**src/rtl/rtc_write_ctrl.sv**
```systemverilog
// rtc_write_ctrl: writer side of the RTC multiplexed address/data bus.
// On a start request it snapshots the user clock/date or timer values,
// then writes them one register at a time (address phase, then data
// phase, each a strobe pulse followed by a gap) and finishes with a
// transfer command. Bus outputs are registered so strobes are glitch-free.

module rtc_write_ctrl #(
  parameter int unsigned T_LOW = 4,  // cycles each cs_n/wr_n low pulse lasts
  parameter int unsigned T_GAP = 4   // cycles strobes stay high between phases
) (
  input  logic       clk,
  input  logic       reset,
  input  logic       start,
  input  logic       En_clock,
  input  logic [7:0] seg_usu,
  input  logic [7:0] min_usu,
  input  logic [7:0] hora_usu,
  input  logic [7:0] dia_usu,
  input  logic [7:0] mes_usu,
  input  logic [7:0] ano_usu,
  input  logic [7:0] seg_T_usu,
  input  logic [7:0] min_T_usu,
  input  logic [7:0] hora_T_usu,
  output logic [7:0] ad_out,
  output logic       ad_oe,
  output logic       a_d,
  output logic       cs_n,
  output logic       wr_n,
  output logic       rd_n,
  output logic       busy,
  output logic       done
);

  localparam int unsigned T_MAX = (T_LOW > T_GAP) ? T_LOW : T_GAP;
  localparam int unsigned CNT_W = $clog2(T_MAX) + 1;

  localparam logic [CNT_W-1:0] LOW_RELOAD = CNT_W'(T_LOW - 1);
  localparam logic [CNT_W-1:0] GAP_RELOAD = CNT_W'(T_GAP - 1);

  // Last transaction index: 7 writes in clock mode, 4 in timer mode.
  localparam logic [2:0] LAST_CLOCK = 3'd6;
  localparam logic [2:0] LAST_TIMER = 3'd3;

  // Transfer command issued as the final write of each sequence.
  localparam logic [7:0] ADDR_CMD   = 8'hF0;
  localparam logic [7:0] CMD_CLOCK  = 8'hF1;
  localparam logic [7:0] CMD_TIMER  = 8'hF2;

  typedef enum logic [2:0] {
    IDLE,
    A_LOW,
    A_GAP,
    D_LOW,
    D_GAP,
    DONE
  } state_e;

  // Values captured at the accepted start; the sequence only reads these.
  typedef struct packed {
    logic       clk_mode;
    logic [7:0] seg;
    logic [7:0] min;
    logic [7:0] hora;
    logic [7:0] dia;
    logic [7:0] mes;
    logic [7:0] ano;
    logic [7:0] seg_t;
    logic [7:0] min_t;
    logic [7:0] hora_t;
  } snap_t;

  state_e           state_q, state_d;
  logic [CNT_W-1:0] cnt_q,   cnt_d;
  logic [2:0]       idx_q,   idx_d;
  snap_t            snap_q,  snap_d;

  logic [7:0] ad_out_q, ad_out_d;
  logic       ad_oe_q,  ad_oe_d;
  logic       a_d_q,    a_d_d;
  logic       cs_n_q,   cs_n_d;
  logic       wr_n_q,   wr_n_d;
  logic       busy_q,   busy_d;
  logic       done_q,   done_d;

  logic       phase_end;
  logic [2:0] last_idx;
  logic [7:0] tx_addr;
  logic [7:0] tx_data;

  assign phase_end = (cnt_q == '0);
  assign last_idx  = snap_q.clk_mode ? LAST_CLOCK : LAST_TIMER;

  // Control state register: FSM state, phase counter and transaction index.
  // NOTE: sequential state uses non-blocking (<=) so every register samples
  // the pre-edge values of the others, independent of statement order.
  always_ff @(posedge clk) begin
    if (reset) begin
      state_q <= IDLE;
      cnt_q   <= '0;
      idx_q   <= '0;
    end else begin
      state_q <= state_d;
      cnt_q   <= cnt_d;
      idx_q   <= idx_d;
    end
  end

  // Snapshot register, loaded only when a start request is accepted.
  // NOTE: deliberately not reset; its contents are never observed on the
  // bus before being loaded, so a reset would only add fan-out on reset.
  always_ff @(posedge clk) begin
    snap_q <= snap_d;
  end

  // Next-state logic: phase sequencing and start acceptance.
  // NOTE: every signal gets a default first so no path leaves one
  // unassigned, which would otherwise infer a latch.
  always_comb begin
    state_d = state_q;
    cnt_d   = cnt_q;
    idx_d   = idx_q;
    snap_d  = snap_q;

    unique case (state_q)
      IDLE: begin
        if (start) begin
          snap_d.clk_mode = En_clock;
          snap_d.seg      = seg_usu;
          snap_d.min      = min_usu;
          snap_d.hora     = hora_usu;
          snap_d.dia      = dia_usu;
          snap_d.mes      = mes_usu;
          snap_d.ano      = ano_usu;
          snap_d.seg_t    = seg_T_usu;
          snap_d.min_t    = min_T_usu;
          snap_d.hora_t   = hora_T_usu;
          idx_d           = '0;
          cnt_d           = LOW_RELOAD;
          state_d         = A_LOW;
        end
      end

      A_LOW: begin
        if (phase_end) begin
          cnt_d   = GAP_RELOAD;
          state_d = A_GAP;
        end else begin
          cnt_d = cnt_q - 1'b1;
        end
      end

      A_GAP: begin
        if (phase_end) begin
          cnt_d   = LOW_RELOAD;
          state_d = D_LOW;
        end else begin
          cnt_d = cnt_q - 1'b1;
        end
      end

      D_LOW: begin
        if (phase_end) begin
          cnt_d   = GAP_RELOAD;
          state_d = D_GAP;
        end else begin
          cnt_d = cnt_q - 1'b1;
        end
      end

      D_GAP: begin
        if (phase_end) begin
          if (idx_q == last_idx) begin
            state_d = DONE;
          end else begin
            idx_d   = idx_q + 1'b1;
            cnt_d   = LOW_RELOAD;
            state_d = A_LOW;
          end
        end else begin
          cnt_d = cnt_q - 1'b1;
        end
      end

      DONE: begin
        state_d = IDLE;
      end

      default: begin
        state_d = IDLE;
      end
    endcase
  end

  // Transaction table lookup for the upcoming cycle's index and mode.
  always_comb begin
    tx_addr = ADDR_CMD;
    tx_data = snap_d.clk_mode ? CMD_CLOCK : CMD_TIMER;
    if (snap_d.clk_mode) begin
      unique case (idx_d)
        3'd0:    begin tx_addr = 8'h21; tx_data = snap_d.seg;  end
        3'd1:    begin tx_addr = 8'h22; tx_data = snap_d.min;  end
        3'd2:    begin tx_addr = 8'h23; tx_data = snap_d.hora; end
        3'd3:    begin tx_addr = 8'h24; tx_data = snap_d.dia;  end
        3'd4:    begin tx_addr = 8'h25; tx_data = snap_d.mes;  end
        3'd5:    begin tx_addr = 8'h26; tx_data = snap_d.ano;  end
        default: begin tx_addr = ADDR_CMD; tx_data = CMD_CLOCK; end
      endcase
    end else begin
      unique case (idx_d)
        3'd0:    begin tx_addr = 8'h41; tx_data = snap_d.seg_t;  end
        3'd1:    begin tx_addr = 8'h42; tx_data = snap_d.min_t;  end
        3'd2:    begin tx_addr = 8'h43; tx_data = snap_d.hora_t; end
        default: begin tx_addr = ADDR_CMD; tx_data = CMD_TIMER;  end
      endcase
    end
  end

  // Bus output decode from the next state, so outputs line up with state.
  always_comb begin
    ad_out_d = 8'h00;
    ad_oe_d  = 1'b0;
    a_d_d    = 1'b0;
    cs_n_d   = 1'b1;
    wr_n_d   = 1'b1;
    busy_d   = (state_d != IDLE);
    done_d   = (state_d == DONE);

    unique case (state_d)
      A_LOW: begin
        ad_out_d = tx_addr;
        ad_oe_d  = 1'b1;
        cs_n_d   = 1'b0;
        wr_n_d   = 1'b0;
      end
      A_GAP: begin
        ad_out_d = tx_addr;
        ad_oe_d  = 1'b1;
      end
      D_LOW: begin
        ad_out_d = tx_data;
        ad_oe_d  = 1'b1;
        a_d_d    = 1'b1;
        cs_n_d   = 1'b0;
        wr_n_d   = 1'b0;
      end
      D_GAP: begin
        ad_out_d = tx_data;
        ad_oe_d  = 1'b1;
        a_d_d    = 1'b1;
      end
      default: begin
        // IDLE and DONE keep the bus released with strobes high.
      end
    endcase
  end

  // Registered bus outputs so strobes and data never glitch at the pins.
  always_ff @(posedge clk) begin
    if (reset) begin
      ad_out_q <= 8'h00;
      ad_oe_q  <= 1'b0;
      a_d_q    <= 1'b0;
      cs_n_q   <= 1'b1;
      wr_n_q   <= 1'b1;
      busy_q   <= 1'b0;
      done_q   <= 1'b0;
    end else begin
      ad_out_q <= ad_out_d;
      ad_oe_q  <= ad_oe_d;
      a_d_q    <= a_d_d;
      cs_n_q   <= cs_n_d;
      wr_n_q   <= wr_n_d;
      busy_q   <= busy_d;
      done_q   <= done_d;
    end
  end

  assign ad_out = ad_out_q;
  assign ad_oe  = ad_oe_q;
  assign a_d    = a_d_q;
  assign cs_n   = cs_n_q;
  assign wr_n   = wr_n_q;
  assign rd_n   = 1'b1;  // this block never reads the RTC
  assign busy   = busy_q;
  assign done   = done_q;

endmodule
```
**config.mk**
```make
export PLATFORM = sky130hd
export DESIGN_NAME = rtc_write_ctrl
export DESIGN_NICKNAME = d
export VERILOG_FILES = /design/src/rtl/rtc_write_ctrl.sv
export SDC_FILE = /design/constraint.sdc
export NUM_CORES = 1
export LEC_CHECK = 0
export CAP_MARGIN = 15
export CORE_MARGIN = 3
export CORE_UTILIZATION = 50
export DETAILED_ROUTE_END_ITERATION = 7
export DONT_BUFFER_PORTS = 1
export MAX_ROUTING_LAYER = met4
export PLACE_DENSITY = 0.66
export SYNTH_ARGS = -nofsm -noshare
export SYNTH_HDL_FRONTEND = slang
export SYNTH_SLANG_ARGS = --single-unit
```
**constraint.sdc**
```tcl
create_clock -name clk -period 3.2 [get_ports clk]
set_input_delay 0.64 -clock clk [delete_from_list [all_inputs] [get_ports clk]]
set_output_delay 0.64 -clock clk [all_outputs]
set_load 0.02 [all_outputs]
```
; Word level (Yosys, flattened, before mapping)
; Index checks and enable logic that the tools add are counted.
[word_totals]
reg_bits = 95
wordCells = 78
[op_classes]
n_reduce_logical = 11
n_mux = 29
n_eq_ne = 17
add_sub_neg = 2
[ops]
columns = operator, count
row1 = $mux W73, 2
row2 = $pmux W8 S6, 2
row3 = $pmux W8 S3, 2
row4 = $mux W3, 14
row5 = $eq A3 B2 Y1 const B, 6
row6 = $mux W8, 2
row7 = $pmux W8 S2, 1
row8 = $eq A3 B3 Y1 const B, 5
row9 = $pmux W3 S5, 1
row10 = $eq A3 B1 Y1 const B, 3
row11 = $logic_not A3 Y1, 3
row12 = $pmux W3 S3, 1
row13 = $pmux W3 S2, 1
row14 = $reduce_bool A3 Y1, 2
row15 = $reduce_or A2 Y1, 3
row16 = $reduce_or A4 Y1, 1
row17 = $add A3 B1 Y3 const B, 1
row18 = $eq A3 B3 Y1, 1
row19 = $mux W1, 3
row20 = $ne A3 B3 Y1 const B, 1
row21 = $reduce_and A3 Y1, 1
row22 = $reduce_or A3 Y1, 1
row23 = $sub A3 B1 Y3 const B, 1
row24 = $ne A2 B2 Y1 const B, 1

; Depth between registers and ports, before layout
[logic_depth]
ltp_word = 9
mapped_depth = 11
ltp_nobuf = 10

; Least setup slack after synthesis
; No wires, ideal clock.
[synth_timing]
path_kind = input to register
startpoint = input port start
endpoint = register ad_out_q[0], in the netlist ad_out[0]
path_stages = 8
path_buffers = 3
arrival_time_ns = 2.361
t_required_ns = 3.083
setup_slack_ns = 0.721
cell_sequence = nor4b_1 > buf_2 > buf_4 > buf_4 > mux2_2 > a221oi_1 > o211ai_1 > a32o_1
[synth_lines]
columns = item, line_no
row1 = start: declaration, 13  ; input logic start,
row2 = end signal: assignment, 268  ; ad_out_q <= ad_out_d;
row3 = end: declaration, 77  ; logic [7:0] ad_out_q, ad_out_d;

; Worst setup path after layout
[layout_timing]
startpoint = register cnt_q[0]
endpoint = register ad_out_q[1], in the netlist ad_out[1]
[layout_between]
elab_chain_len = 7
word_cells_on_any_way = 27
cone_classes = eq/ne (9) / mux (14) / reduce/logical (4)
[layout_lines]
columns = item, line_no
row1 = start: declaration, 73  ; logic [CNT_W-1:0] cnt_q, cnt_d;
row2 = start signal: assignment, 103  ; cnt_q <= cnt_d;
row3 = $logic_not A3 Y1 (*), 90  ; assign phase_end = (cnt_q == '0);
row4 = $mux W3, 171  ; if (phase_end) begin
row5 = $pmux W3 S2, 124  ; unique case (state_q)
row6 = $eq A3 B3 Y1 (tied with other cells), 199  ; unique case (idx_d)
row7 = $pmux W8 S6 or $pmux W8 S3 (tied branches), "199, 209"
row8 = $mux W8, 198  ; if (snap_d.clk_mode) begin
row9 = $pmux W8 S2 (*), 228  ; unique case (state_d)
; Every way passes the cells marked *; elsewhere a longest branch is shown, timed or not.
; A chain may end at the register's enable or synchronous reset.

==> summary.md <==
| Metric | Value |
|---|---|
| FFs w/ async S/R, synth | `0%` |
| Fraction of layout instances using a drive strength above 1 | `28.8%` |
| Cell class contributing the biggest share of worst-path delay | `compound AO/OA/AOI/OAI gates` |
| Post-synth top area share | `44.5%` |
| Kind of start point of the critical path | `flip-flop` |
| Biggest area contributors in the synthesized netlist | `sky130_fd_sc_hd__dfxtp_1, sky130_fd_sc_hd__mux2_2, sky130_fd_sc_hd__mux2i_1, sky130_fd_sc_hd__nor2_1, sky130_fd_sc_hd__a21oi_1` |
| Buffers added on ports | `0` |
| Most common cell in the synthesized netlist | `sky130_fd_sc_hd__dfxtp_1` |
| Critical-path top delay cell | `sky130_fd_sc_hd__a2111o_1` |
| Via density per instance | `5.94` |
| WP data required | `3.47 ns` |
| Worst relative slew slack | `65.2%` |
| Worst R2R Path Depth | `9` |
| Longest Clk Path Bufs | `2` |
| Maximum achievable frequency | `351 MHz` |
| Number of stages on the worst setup path | `9` |
| Width of the die | `98.4 um` |
| Initial DRC count | `185` |
| Worst-case vdd ir drop | `0.000354 V` |
| Power density normalized to cell area | `688 nW/um^2` |
| Via count | `2954` |
| Cell area after synthesis | `4270 um^2` |
| Pin count of the biggest net entering global routing | `42` |
| Insertion delay to the later sink of the worst-skew pair | `0.36 ns` |
| Max-slew violation count | `0` |
| Crit-path max cell delay | `0.51 ns` |
| Multi-input combinational cell area | `2190 um^2` |
| Endpoint arrival time on the critical path | `3.12 ns` |
| Setup violations, final | `0` |
| Switching power of the nets | `862 uW` |
| Ant diodes | `0` |
| Die Outline Area | `9690 um^2` |
| Sum of routed wire length over all layers | `9500 um` |
| Final Wtd Congestion | `0.897` |
| Outcome | `complete, no violations` |
| Postcts setup bufs | `0` |
| Max_cap viols | `0` |
| Unrepaired setup endpoints after global routing | `false` |
| Post-synth EDFFs | `0` |
| Switching portion of total power | `27.7%` |
| TritonCTS clock tree | `yes` |
| Final Cycle Share | `89.1%` |
| All-layer global routing usage | `20.5%` |
| Post-placement setup slack | `0.367 ns` |
| Clock tree sinks | `95` |
| Main flop type after synthesis | `sky130_fd_sc_hd__dfxtp_1` |
| Slew @ Worst Pin | `0.523 ns` |
| Growth of design area from synthesis to finish | `5.74%` |
| Final worst clock skew | `0.00702 ns` |
| Hold/Removal Path Class | `input pin to flip-flop` |
| Die span in y | `98.4 um` |
| Routed wl met3 | `749 um` |
| Detail Route Antenna Nets | `0` |
| Estimated wirelength of the detail-placed design | `6990 um` |
| Post-cts resize count | `0` |
| Share of total power in the clock network | `25.4%` |
| Mean Syn Cell Area | `10.8 um^2` |
| Portion of total power attributed to combinational logic | `23.9%` |
| Distinct cells, synth | `70` |
| Sequential share of the synthesized area | `44.5%` |
| Share of the core filled with cells | `54.7%` |
| Clock-pin transition on the worst setup and hold timing paths | `0.09 ns` |
| Initial antenna violation count | `0` |
| Post-Place Cell Area | `4320 um^2` |
| Maximum fanout count along the critical path | `9` |
| DRC errors left | `0` |
| Leakage component of the power | `1.79 nW` |
| Routed wire length on met2 | `4360 um` |
| First-pass GRT wire length | `15300 um` |
| Worst Path Class, Setup | `flip-flop to flip-flop` |
| Least setup slack across all paths after layout | `0.350 ns` |
| Count of buffering cells on the critical path with inverters included | `1` |
| Root buffer selected by CTS | `sky130_fd_sc_hd__clkbuf_8` |
| Area of all placed cells without fillers | `4520 um^2` |
| Uppermost signal routing layer after detailed routing | `met4` |
| Initial core utilization | `51.7%` |
| Std-Cell Rows | `33` |
| Wire per inst | `19.1 um` |
| Synth Instances | `395` |
| Number of global-route vias before repair | `3007` |
| I/O pin total | `91` |
| Area of all sequential standard cells | `1900 um^2` |
| Grt total ovfl | `0` |
| Worst Hold Path Cells | `1` |
| Cell-by-cell listing of the critical path | `inv_1, ha_1, nand2b_4, a2111o_1, o21ai_4, and2_1, mux2_2, o221a_1, o31ai_1` |
| Total number of H-tree levels | `3` |
| Most common library cells after synthesis | `sky130_fd_sc_hd__dfxtp_1, sky130_fd_sc_hd__mux2_2, sky130_fd_sc_hd__nor2_1` |
| Core Box Area | `8260 um^2` |
| Nets | `468` |
| Int Power | `2.24 mW` |
| Detailed Routing Iterations Pass 1 | `4` |
| Final total negative setup slack | `0 ns` |
| Inserted Clock Buffers | `9` |
| Non-filler cells in the finished layout | `497` |
| Number of nets produced by synthesis | `474` |
| Warning count from the yosys run | `0` |
| Post-CTS Hold Fix Bufs | `0` |
| Fillers | `752` |
| CP Capture Type | `flip-flop` |
| Number of instances in the placed design | `483` |
| Sequential Power Share | `50.7%` |
| Synthesis-stage register bit count | `95` |
| Final hold violation count | `0` |
| Met1 wire length | `4210 um` |
| Final critical path time including I/O delays and setup | `2.85 ns` |
| Top cell type by total area after synthesis | `sky130_fd_sc_hd__dfxtp_1` |
flip-flops by register name, summed over array words and instances, names as in the netlist:
| name | flops |
|---|---|
| wr_n | 1 |
| a_d | 1 |
| busy | 1 |
| cnt_q | 3 |
| ad_oe | 1 |
| state_q | 3 |
| ad_out | 8 |
| snap_q | 73 |
| done | 1 |
| idx_q | 3 |
cell families (layout without fill, tap and decap cells):
kind of cell               count (synthesis)  after routing  synth area share [%]
AOI/OAI and AO/OA                         81             81                  14.9
xor gates and xnor gates                   1              1                 0.205
adders and majority gates                  3              3                 0.879
buffers and inverters                     31             28                  4.36
DFF                                       95             95                  44.5
muxes                                     88             88                  22.8
other                                      1              1                0.0878
and+or+nand+nor                           95             95                  12.2
power by group through the flow:
stage	combinational (mW)	clock, mW	sequential [mW]
4_1_cts	0.748	0.809	1.58
5_1_grt	0.825	0.853	1.61
3_5_place_dp	0.744	0	1.61
3_3_place_gp	0.732	0	1.59
2_1_floorplan	0.627	0	1.57
6_report	0.744	0.788	1.57
final cells by class:
| class | count | share of cell area [%] |
|---|---|---|
| well taps | 105 | 2.91 |
| inverters | 5 | 0.416 |
| flip-flops and latches | 95 | 42.1 |
| repair buffers | 9 | 1.77 |
| clock buffers | 11 | 3.35 |
| clock inverters | 3 | 0.970 |
| multi-input cells | 269 | 48.5 |
path summary, 6_finish.rpt:
kind / slack [ns] / from / to
worst max register to register: 0.35 / cnt_q[0] / ad_out[1]
worst min-delay path: 0.34 / reset / idx_q[2]
worst max-delay path: 0.35 / cnt_q[0] / ad_out[1]
worst min register to register: 0.48 / snap_q[29] / snap_q[29]
placed cells by master (no fill, tap or decap), types with 2 or more instances in the layout:
cell type	instances
sky130_fd_sc_hd__nor2_2	2
sky130_fd_sc_hd__a21o_1	2
sky130_fd_sc_hd__a31oi_1	3
sky130_fd_sc_hd__o211ai_1	7
sky130_fd_sc_hd__nor2_1	37
sky130_fd_sc_hd__mux2_2	74
sky130_fd_sc_hd__nor3_1	4
sky130_fd_sc_hd__dfxtp_1	95
sky130_fd_sc_hd__or3_1	2
sky130_fd_sc_hd__o21bai_1	2
sky130_fd_sc_hd__ha_1	3
sky130_fd_sc_hd__nor3b_1	2
sky130_fd_sc_hd__nand3b_1	2
sky130_fd_sc_hd__a211o_1	3
sky130_fd_sc_hd__mux2i_1	14
sky130_fd_sc_hd__a21oi_1	14
sky130_fd_sc_hd__nand3_1	11
sky130_fd_sc_hd__a2bb2oi_1	6
sky130_fd_sc_hd__buf_4	8
sky130_fd_sc_hd__clkbuf_8	11
sky130_fd_sc_hd__o32a_1	2
sky130_fd_sc_hd__and2_1	3
sky130_fd_sc_hd__nand2_1	15
sky130_fd_sc_hd__a21oi_2	2
sky130_fd_sc_hd__o21ai_0	9
sky130_fd_sc_hd__nor2b_1	2
sky130_fd_sc_hd__a221oi_1	4
sky130_fd_sc_hd__a21boi_0	2
sky130_fd_sc_hd__inv_1	5
sky130_fd_sc_hd__a31o_1	2
sky130_fd_sc_hd__o311a_1	3
metal layers:
| metal | track usage, % | vias up |
|---|---|---|
| met5 | - | - |
| met4 | 5.25 | 0 |
| met3 | 7.08 | 16 |
| met2 | 30.6 | 103 |
| met1 | 26.9 | 1401 |
| li1 | - | 1434 |
through the flow:
step	power [mW]	hold slack, ns
finish	3.11	0.342
global route	3.28	0.315
CTS	3.14	0.327
detailed placement	2.35	0.463
global placement	2.33	0.457
floorplan	2.19	0.446
Note: power is estimated with default switching activity, not from simulation.
